$ cat src/rtl/gate_pipe_if.sv
// gate_pipe_if: handshake and data bundle for gate_pipe.
// master = producer/consumer side (drives operands and out_ready),
// slave  = the gate_pipe datapath itself.
interface gate_pipe_if #(
  parameter int W = 8
);
  logic         in_valid;
  logic         in_ready;
  logic [W-1:0] a;
  logic [W-1:0] b;
  logic [1:0]   op;
  logic         out_valid;
  logic         out_ready;
  logic [W-1:0] x;
  logic         xr;
  logic [W-1:0] const_mask;

  modport master (
    output in_valid, a, b, op, out_ready,
    input  in_ready, out_valid, x, xr, const_mask
  );

  modport slave (
    input  in_valid, a, b, op, out_ready,
    output in_ready, out_valid, x, xr, const_mask
  );
endinterface

$ cat src/rtl/gate_pipe.sv
// gate_pipe: stallable DEPTH-stage pipelined two-operand bitwise unit
// (op 0 AND, 1 OR, 2 XOR, 3 ANDN) with valid/ready on both sides.
// Each stage advances when it is empty or its content is leaving, so
// bubbles collapse while the output is stalled; in_ready is combinational
// from out_ready through the stage chain.
// Optional feature macro: GATE_PIPE_CONST_CHK_EN compiles in the stuck-lane
// monitor (const_mask); without it const_mask is tied to zero.
module gate_pipe #(
  parameter int W     = 8,
  parameter int DEPTH = 2
) (
  input  logic         clk,
  input  logic         rst_n,
  gate_pipe_if.slave   bus
);

  typedef logic [W-1:0] word_t;

  word_t f_res;
  logic  in_ready_int;
  logic  out_valid_int;
  word_t x_int;

  // Operation select; op travels with its operands, so only stage 0 sees it.
  always_comb begin
    case (bus.op)
      2'd0:    f_res = bus.a & bus.b;
      2'd1:    f_res = bus.a | bus.b;
      2'd2:    f_res = bus.a ^ bus.b;
      default: f_res = bus.a & ~bus.b;
    endcase
  end

  for (genvar gi = 0; gi < DEPTH; gi++) begin : stg
    logic  vld_q, vld_d;
    logic  red_q, red_d;
    word_t data_q, data_d;
    logic  load, unload, src_red;
    word_t src_data;

    if (gi == 0) begin : g_head
      assign load     = bus.in_valid && in_ready_int;
      assign src_data = f_res;
      assign src_red  = |f_res;
    end else begin : g_body
      assign load     = stg[gi-1].unload;
      assign src_data = stg[gi-1].data_q;
      assign src_red  = stg[gi-1].red_q;
    end

    if (gi == DEPTH-1) begin : g_tail
      assign unload = vld_q && bus.out_ready;
    end else begin : g_mid
      // Content moves on when the next slot is free or is itself emptying.
      assign unload = vld_q && (!stg[gi+1].vld_q || stg[gi+1].unload);
    end

    // Next-state: load takes priority; an unload with nothing behind it empties the slot.
    always_comb begin
      vld_d  = vld_q;
      data_d = data_q;
      red_d  = red_q;
      if (load) begin
        vld_d  = 1'b1;
        data_d = src_data;
        red_d  = src_red;
      end else if (unload) begin
        vld_d  = 1'b0;
      end
    end

    // Stage registers; reset discards any in-flight transaction at once.
    always_ff @(posedge clk or negedge rst_n) begin
      if (!rst_n) begin
        vld_q  <= 1'b0;
        data_q <= '0;
        red_q  <= 1'b0;
      end else begin
        vld_q  <= vld_d;
        data_q <= data_d;
        red_q  <= red_d;
      end
    end
  end

  assign in_ready_int  = !stg[0].vld_q || stg[0].unload;
  assign out_valid_int = stg[DEPTH-1].vld_q;
  assign x_int         = stg[DEPTH-1].data_q;

  assign bus.in_ready  = in_ready_int;
  assign bus.out_valid = out_valid_int;
  assign bus.x         = x_int;
  assign bus.xr        = stg[DEPTH-1].red_q;

`ifdef GATE_PIPE_CONST_CHK_EN
  logic  seen_q, seen_d;
  word_t ref_val_q, ref_val_d;
  word_t mask_q, mask_d;
  logic  out_hs;

  assign out_hs = out_valid_int && bus.out_ready;

  // First output after reset becomes the reference; later outputs clear differing lanes.
  always_comb begin
    seen_d    = seen_q;
    ref_val_d = ref_val_q;
    mask_d    = mask_q;
    if (out_hs) begin
      if (!seen_q) begin
        seen_d    = 1'b1;
        ref_val_d = x_int;
      end else begin
        mask_d = mask_q & ~(x_int ^ ref_val_q);
      end
    end
  end

  // Monitor registers; mask bits stay cleared until the next reset.
  always_ff @(posedge clk or negedge rst_n) begin
    if (!rst_n) begin
      seen_q    <= 1'b0;
      ref_val_q <= '0;
      mask_q    <= '1;
    end else begin
      seen_q    <= seen_d;
      ref_val_q <= ref_val_d;
      mask_q    <= mask_d;
    end
  end

  assign bus.const_mask = mask_q;
`else
  assign bus.const_mask = '0;
`endif

endmodule

$ cat src/flat_wrapper.sv
// flat-port wrapper written by rule: the top's interface ports become plain ports
module gate_pipe_flat 
#(
  parameter int W     = 8,
  parameter int DEPTH = 2
)
  (clk, rst_n, bus_in_valid, bus_a, bus_b, bus_op, bus_out_ready, bus_in_ready, bus_out_valid, bus_x, bus_xr, bus_const_mask);
  gate_pipe_if #(.W(W)) bus_i ();
  input  logic clk;
  input  logic rst_n;
  input wire logic [$bits(bus_i.in_valid)-1:0] bus_in_valid;
  input wire logic [$bits(bus_i.a)-1:0] bus_a;
  input wire logic [$bits(bus_i.b)-1:0] bus_b;
  input wire logic [$bits(bus_i.op)-1:0] bus_op;
  input wire logic [$bits(bus_i.out_ready)-1:0] bus_out_ready;
  output wire logic [$bits(bus_i.in_ready)-1:0] bus_in_ready;
  output wire logic [$bits(bus_i.out_valid)-1:0] bus_out_valid;
  output wire logic [$bits(bus_i.x)-1:0] bus_x;
  output wire logic [$bits(bus_i.xr)-1:0] bus_xr;
  output wire logic [$bits(bus_i.const_mask)-1:0] bus_const_mask;
  assign bus_i.in_valid = bus_in_valid;
  assign bus_i.a = bus_a;
  assign bus_i.b = bus_b;
  assign bus_i.op = bus_op;
  assign bus_i.out_ready = bus_out_ready;
  assign bus_in_ready = bus_i.in_ready;
  assign bus_out_valid = bus_i.out_valid;
  assign bus_x = bus_i.x;
  assign bus_xr = bus_i.xr;
  assign bus_const_mask = bus_i.const_mask;
  gate_pipe #(.W(W), .DEPTH(DEPTH)) u_core (.clk(clk), .rst_n(rst_n), .bus(bus_i));
endmodule
$ cat config.mk
export PLATFORM = sky130hd
export DESIGN_NAME = gate_pipe_flat
export DESIGN_NICKNAME = d
export VERILOG_FILES = /design/src/rtl/gate_pipe_if.sv /design/src/rtl/gate_pipe.sv /design/src/flat_wrapper.sv
export SDC_FILE = /design/constraint.sdc
export NUM_CORES = 1
export LEC_CHECK = 0
export BUFFER_PORTS_ARGS = -buffer_cell sky130_fd_sc_hd__buf_2
export CAP_MARGIN = 20
export CORE_ASPECT_RATIO = 0.5
export CORE_UTILIZATION = 35
export CTS_CLUSTER_DIAMETER = 80
export DETAILED_ROUTE_END_ITERATION = 16
export GPL_ROUTABILITY_DRIVEN = 0
export PLACE_DENSITY_LB_ADDON = 0.12
export SLEW_MARGIN = 20
export SYNTH_ARGS = -nofsm -noshare
export SYNTH_HDL_FRONTEND = slang
export SYNTH_SLANG_ARGS = --single-unit
$ cat constraint.sdc
create_clock -name clk -period 1.2 [get_ports clk]
set_input_delay 0.06 -clock clk [delete_from_list [all_inputs] [get_ports clk]]
set_output_delay 0.06 -clock clk [all_outputs]
set_load 0.01 [all_outputs]
### After elaboration in Yosys (flattened, before gate mapping)

Cells that the tools add are included.

* word-level logic and storage cells: 29
* bits of input ports: 22
* output and inout bits: 19
* bits in registers: 20
* memory bits (read-only): 0
* memories kept: 0
* latch bits: 0
* bits in writable memories: 0

* multiply operators: 0
* div/mod/pow operators: 0
* bitwise operators: 5
* add/subtract/negate cells: 0
* shift operators: 0
* order comparisons: 0
* reductions and logical operators: 11
* equality and inequality tests: 2
* mux-type cells: 5

Operator list (count)
* one-hot mux 8 bit (3 select lines): 1
* bitwise AND 8 bit: 2
* inverter 8 bit: 1
* bitwise OR 8 bit: 1
* OR reduction 8 bit: 1
* bitwise XOR 8 bit: 1
* two-way mux 1 bit: 4
* nonzero test 2 bit: 2
* logical AND 1 bit: 3
* == test 2 x 1 -> 1 bit, second input constant: 1
* == test 2 bit, second input constant: 1
* logical NOT 1 bit: 2
* logical NOT 2 bit: 1
* logical OR 1 bit: 2

### Depth between registers and ports, before layout

* depth in word-level cells: 6
* mapped depth: 8

### Worst setup path before layout

Ideal clock, no wire load.

* path type: reg-to-reg
* start point: reg u_core.stg[1].vld_q (netlist: u_core.bus.out_valid)
* end point: reg u_core.stg[0].data_q[0]
* stages on the path, launching flop included: 4
* setup slack: -0.023 ns
* arrival time: 1.098 ns
* buffers on the path: 0
* period minus slack after synthesis: 1.223 ns
* setup time: 0.125 ns
* cell sequence: dfrtp_1 -> nand3b_1 -> nand2_2 -> mux2_2

* word-level cells in the longest chain between the ends: 5
* elaborated cells on any way between the ends: 6
* classes of those cells: reduce/logical (6)

RTL lines
* start: declaration: RTL line gate_pipe.sv:35 `logic vld_q, vld_d;`
* start signal: assignment: RTL line gate_pipe.sv:79 `vld_q <= vld_d;`
* logical NOT 1 bit / logical AND 1 bit (equally long branches): RTL line gate_pipe.sv:55, gate_pipe.sv:52
* logical OR 1 bit (*): RTL line gate_pipe.sv:55 `assign unload = vld_q && (!stg[gi+1].vld_q || stg[gi+1].unload);`
* logical AND 1 bit (*): RTL line gate_pipe.sv:55
* logical OR 1 bit (*): RTL line gate_pipe.sv:86 `assign in_ready_int = !stg[0].vld_q || stg[0].unload;`
* net bus_in_ready: RTL line flat_wrapper.sv:16 `output wire logic [$bits(bus_i.in_ready)-1:0] bus_in_ready;`
* logical AND 1 bit (*): RTL line gate_pipe.sv:42 `assign load = bus.in_valid && in_ready_int;`
* end signal: assignment: RTL line gate_pipe.sv:80 `data_q <= data_d;`
* end: declaration: RTL line gate_pipe.sv:37 `word_t data_q, data_d;`

Mark *: on every way through the listed nets, which the timed path passes. The rest lies on a longest branch.
A chain may end at the register's enable or synchronous reset.

### Final worst setup path

* start point: reg u_core.stg[1].vld_q (netlist: u_core.bus.out_valid)
* end point: reg u_core.stg[1].red_q (netlist: u_core.bus.xr)

* word-level cells in the longest chain between the ends: 3
* elaborated cells on any way between the ends: 4
* classes of those cells: reduce/logical (4)

RTL lines
* logical NOT 1 bit / logical AND 1 bit (equally long branches): RTL line gate_pipe.sv:55, gate_pipe.sv:52
* logical OR 1 bit (*): RTL line gate_pipe.sv:55
* logical AND 1 bit (*): RTL line gate_pipe.sv:55
* end signal: assignment: RTL line gate_pipe.sv:81 `red_q <= red_d;`
* end: declaration: RTL line gate_pipe.sv:36 `logic red_q, red_d;`

Every way passes the cells marked *; elsewhere a longest branch is shown, timed or not.

==> flow_summary_export.csv <==
group,metric,value,unit
setup_path,endpoint_kind,"flip-flop",
finish,syn2layout_area_growth,30.4,%
floorplan,ios,41,
yosys,ys_warn_count,0,
hold_path,hp-class,"primary input to flip-flop",
setup_path,critPathArrivalTime,1.28,ns
hold_path,hold_depth,2,
pwr,pwr_density_cell,1230,nW/um2
yosys,synth_area_leaders,"dfrtp_1, ha_1, mux2_2, inv_1, nand2_1",
global_route,first_global_vias,998,
floorplan,design.core.area,3550,um2
floorplan,start_util,37.9,%
yosys,synth.cell_area,1340,um2
finish,drive_gt1_share,34.3,%
yosys,synth_cell_types,32,
setup_path,crit_type,"flip-flop to flip-flop",
timing,rsz0062_at_grt,"no",
yosys,yosysSeqAreaShare,37.2,%
floorplan,die_height,45.8,um
placed_design,dp.cells,243,
run,max-cap-violations,0,
drt,drtAntennaViolNets,0,
floorplan,fp.dieArea,4110,um2
setup_path,cp_cell_sequence,"nand2b_1 > nand2_1 > buf_4 > mux2_1",
setup_path,path_max_fanout,4,
yosys,yosys.area_share.simple,10.4,%
clocking,clock_path_buffers,2,
setup_path,cpMaxStageDelayCell,"dfrtp_1",
yosys,synthMuxAreaShare,9.12,%
finish,final_nets,232,
drt,drt_iter0_markers,24,
finish,diodes,0,
drt,avgRoutedWirePerCell,10.9,um
pwr,leakage,0.000917,uW
yosys,synth_compound_area_share,15.5,%
yosys,synth_top_family_by_area,"compound AO/OA/AOI/OAI gates",
global_route,globalRoute.totalOverflow,0,
yosys,netlist_instances,148,
timing,fin_crit_sh,95.6,%
global_route,grt_pass1_wl,4440,um
clocking,cts_buffers,3,
floorplan,die_w,89.6,um
placed_design,port_buffers,32,
setup_path,startpoint_type,"flip-flop",
timing,min_period,1.15,ns
clocking,cts_tree,"built",
placed_design,hpwl,2210,um
yosys,synth_flop_cell,"dfrtp_1",
yosys,synth_top_area_cell,"dfrtp_1",
pwr,vdd_ir_drop_max,0.495,mV
global_route,grt_start_max_net_pins,21,
timing,setup_viol,0,
status,status,"complete, no violations",
timing,timing_hold_violations_final,0,
yosys,synth_most_common_cell,"dfrtp_1",
drt,wl,2730,um
setup_path,crit_required,1.33,ns
floorplan,row_count,15,
yosys,netlist_top_cells_count,"dfrtp_1, inv_1, nand2_1",
finish,fillers,360,
yosys,synth_top_area_share,37.2,%
timing,fmax,871,MHz
clocking,insertion_delay,0.25,ns
pwr,total_power,2150,uW
yosys,syn-mean-instance-area,9.08,um2
setup_path,slowest_delay,0.39,ns
yosys,ys_seq_elements,20,
drt,vias,1103,
drt,drc,0,
yosys,synth_edf_count,0,
yosys,synth_async_sr_flop_share,100,%
timing,fin_worst_skew,0.00471,ns
finish,stdcell_count,249,
yosys,synth-adder-area-share,10.2,%
clocking,cts.reportedPaths.clkPinSlew,0.07,ns
timing,final_max_slew_viol_count,0,
clocking,cts_sinks,20,
drt,drt-pass1-iter-count,4,
global_route,antenna_found_initial,0,
clocking,cts_root_buffer,"clkbuf_8",
finish,seqCellArea,500,um2
finish,multi_input_area,732,um2
setup_path,worstRegToRegCells,4,
yosys,yosys.area_share.xor_xnor,5.21,%
global_route,grt_use_total,14.3,%
clocking,htreeDepth,1,
drt,vias_per_cell,4.43,
## critical path: cells and delay by family (launching register included)
kind	cells	cell delay, ns
muxes	1	0.31
DFF	1	0.39
buffers and inverters	1	0.16
and+or+nand+nor	2	0.18
## kinds of logic after synthesis
kind of cell | Yosys count
mux | 11
simple gates | 31
other cells | 1
fa+ha+maj | 11
compound gates | 34
buf+inv | 32
xor+xnor | 8
flops | 20
## layout make-up
cell class	instances	area share [%]
Clock inverter	1	1.71
Timing Repair Buffer	52	17.9
Tap cell	51	3.64
Sequential cell	20	28.6
Multi-Input combinational cell	103	41.8
Clock buffer	3	2.36
Inverter	19	4.07
## final timing paths
path	from	to	slack (ns)
max	u_core.bus.out_valid	u_core.bus.xr	0.05
min	bus_in_valid	u_core.stg[0].vld_q	0.05
max reg2reg	u_core.bus.out_valid	u_core.bus.xr	0.05
min reg2reg	u_core.stg[0].data_q[3]	u_core.stg[0].data_q[3]	0.48
max in group asynchronous	rst_n	u_core.stg[0].vld_q	0.62
min in group asynchronous	rst_n	u_core.bus.x[5]	0.27
## power breakdown
group / total [uW] / switching (uW) / internal (uW) / leakage [uW]
registers: 871 / 66.4 / 805 / 0.000247
clock network: 654 / 210 / 444 / 0.0000357
logic: 628 / 310 / 318 / 0.000635
## metrics by stage
step                setup WS [ns]  instance area [um2]  setup TNS [ns]  hold slack, ns  utilization [%]
finish                     0.0524                 1750               0          0.0502             49.4
global route              0.00386                 1750               0          0.0501             49.4
CTS                        0.0454                 1730               0          0.0440             48.7
detailed placement         -0.307                 1640           -1.32          0.0279             46.3
global placement           -0.255                 1640           -1.17          0.0279             46.3
floorplan                  0.0128                 1370               0          -0.236                -
## registers in the layout, summed over array words and instances, names as in the netlist
signal,cells
u_core.bus.out_valid,1
u_core.stg.vld_q,1
u_core.bus.xr,1
u_core.bus.x,8
u_core.stg.red_q,1
u_core.stg.data_q,8
## routing by layer
metal / share of wire, % / track usage (%) / vias up
li1: - / - / 581
met1: 56 / 20.9 / 495
met2: 40 / 22.1 / 27
met3: 3.6 / 2.36 / 0
met4: 0 / 2.86 / 0
met5: 0 / 0 / -
## repair_timing
item,in CTS,in global routing
hold buffers,1,0
setup buffers,0,1
gates resized for setup,1,4
hold endpoints to repair,20,0
endpoints found under the setup margin,1,3
gates cloned,0,0
## layout by cell type (no fill, tap or decap), types with 2 or more instances in the layout
cell        n
buf_2      32
dfrtp_1    20
inv_1      19
buf_4      19
nand2_1    17
a21oi_1    11
o21ai_0     9
ha_1        9
mux2_2      8
conb_1      8
xnor2_1     6
nor2_1      3
a2bb2oi_1   3
nand2b_1    3
clkbuf_8    3
nand4_1     2
o21ai_1     2
xor2_1      2
nor3_1      2
a211oi_1    2
a21o_1      2
(Power assumes the default switching activity.)
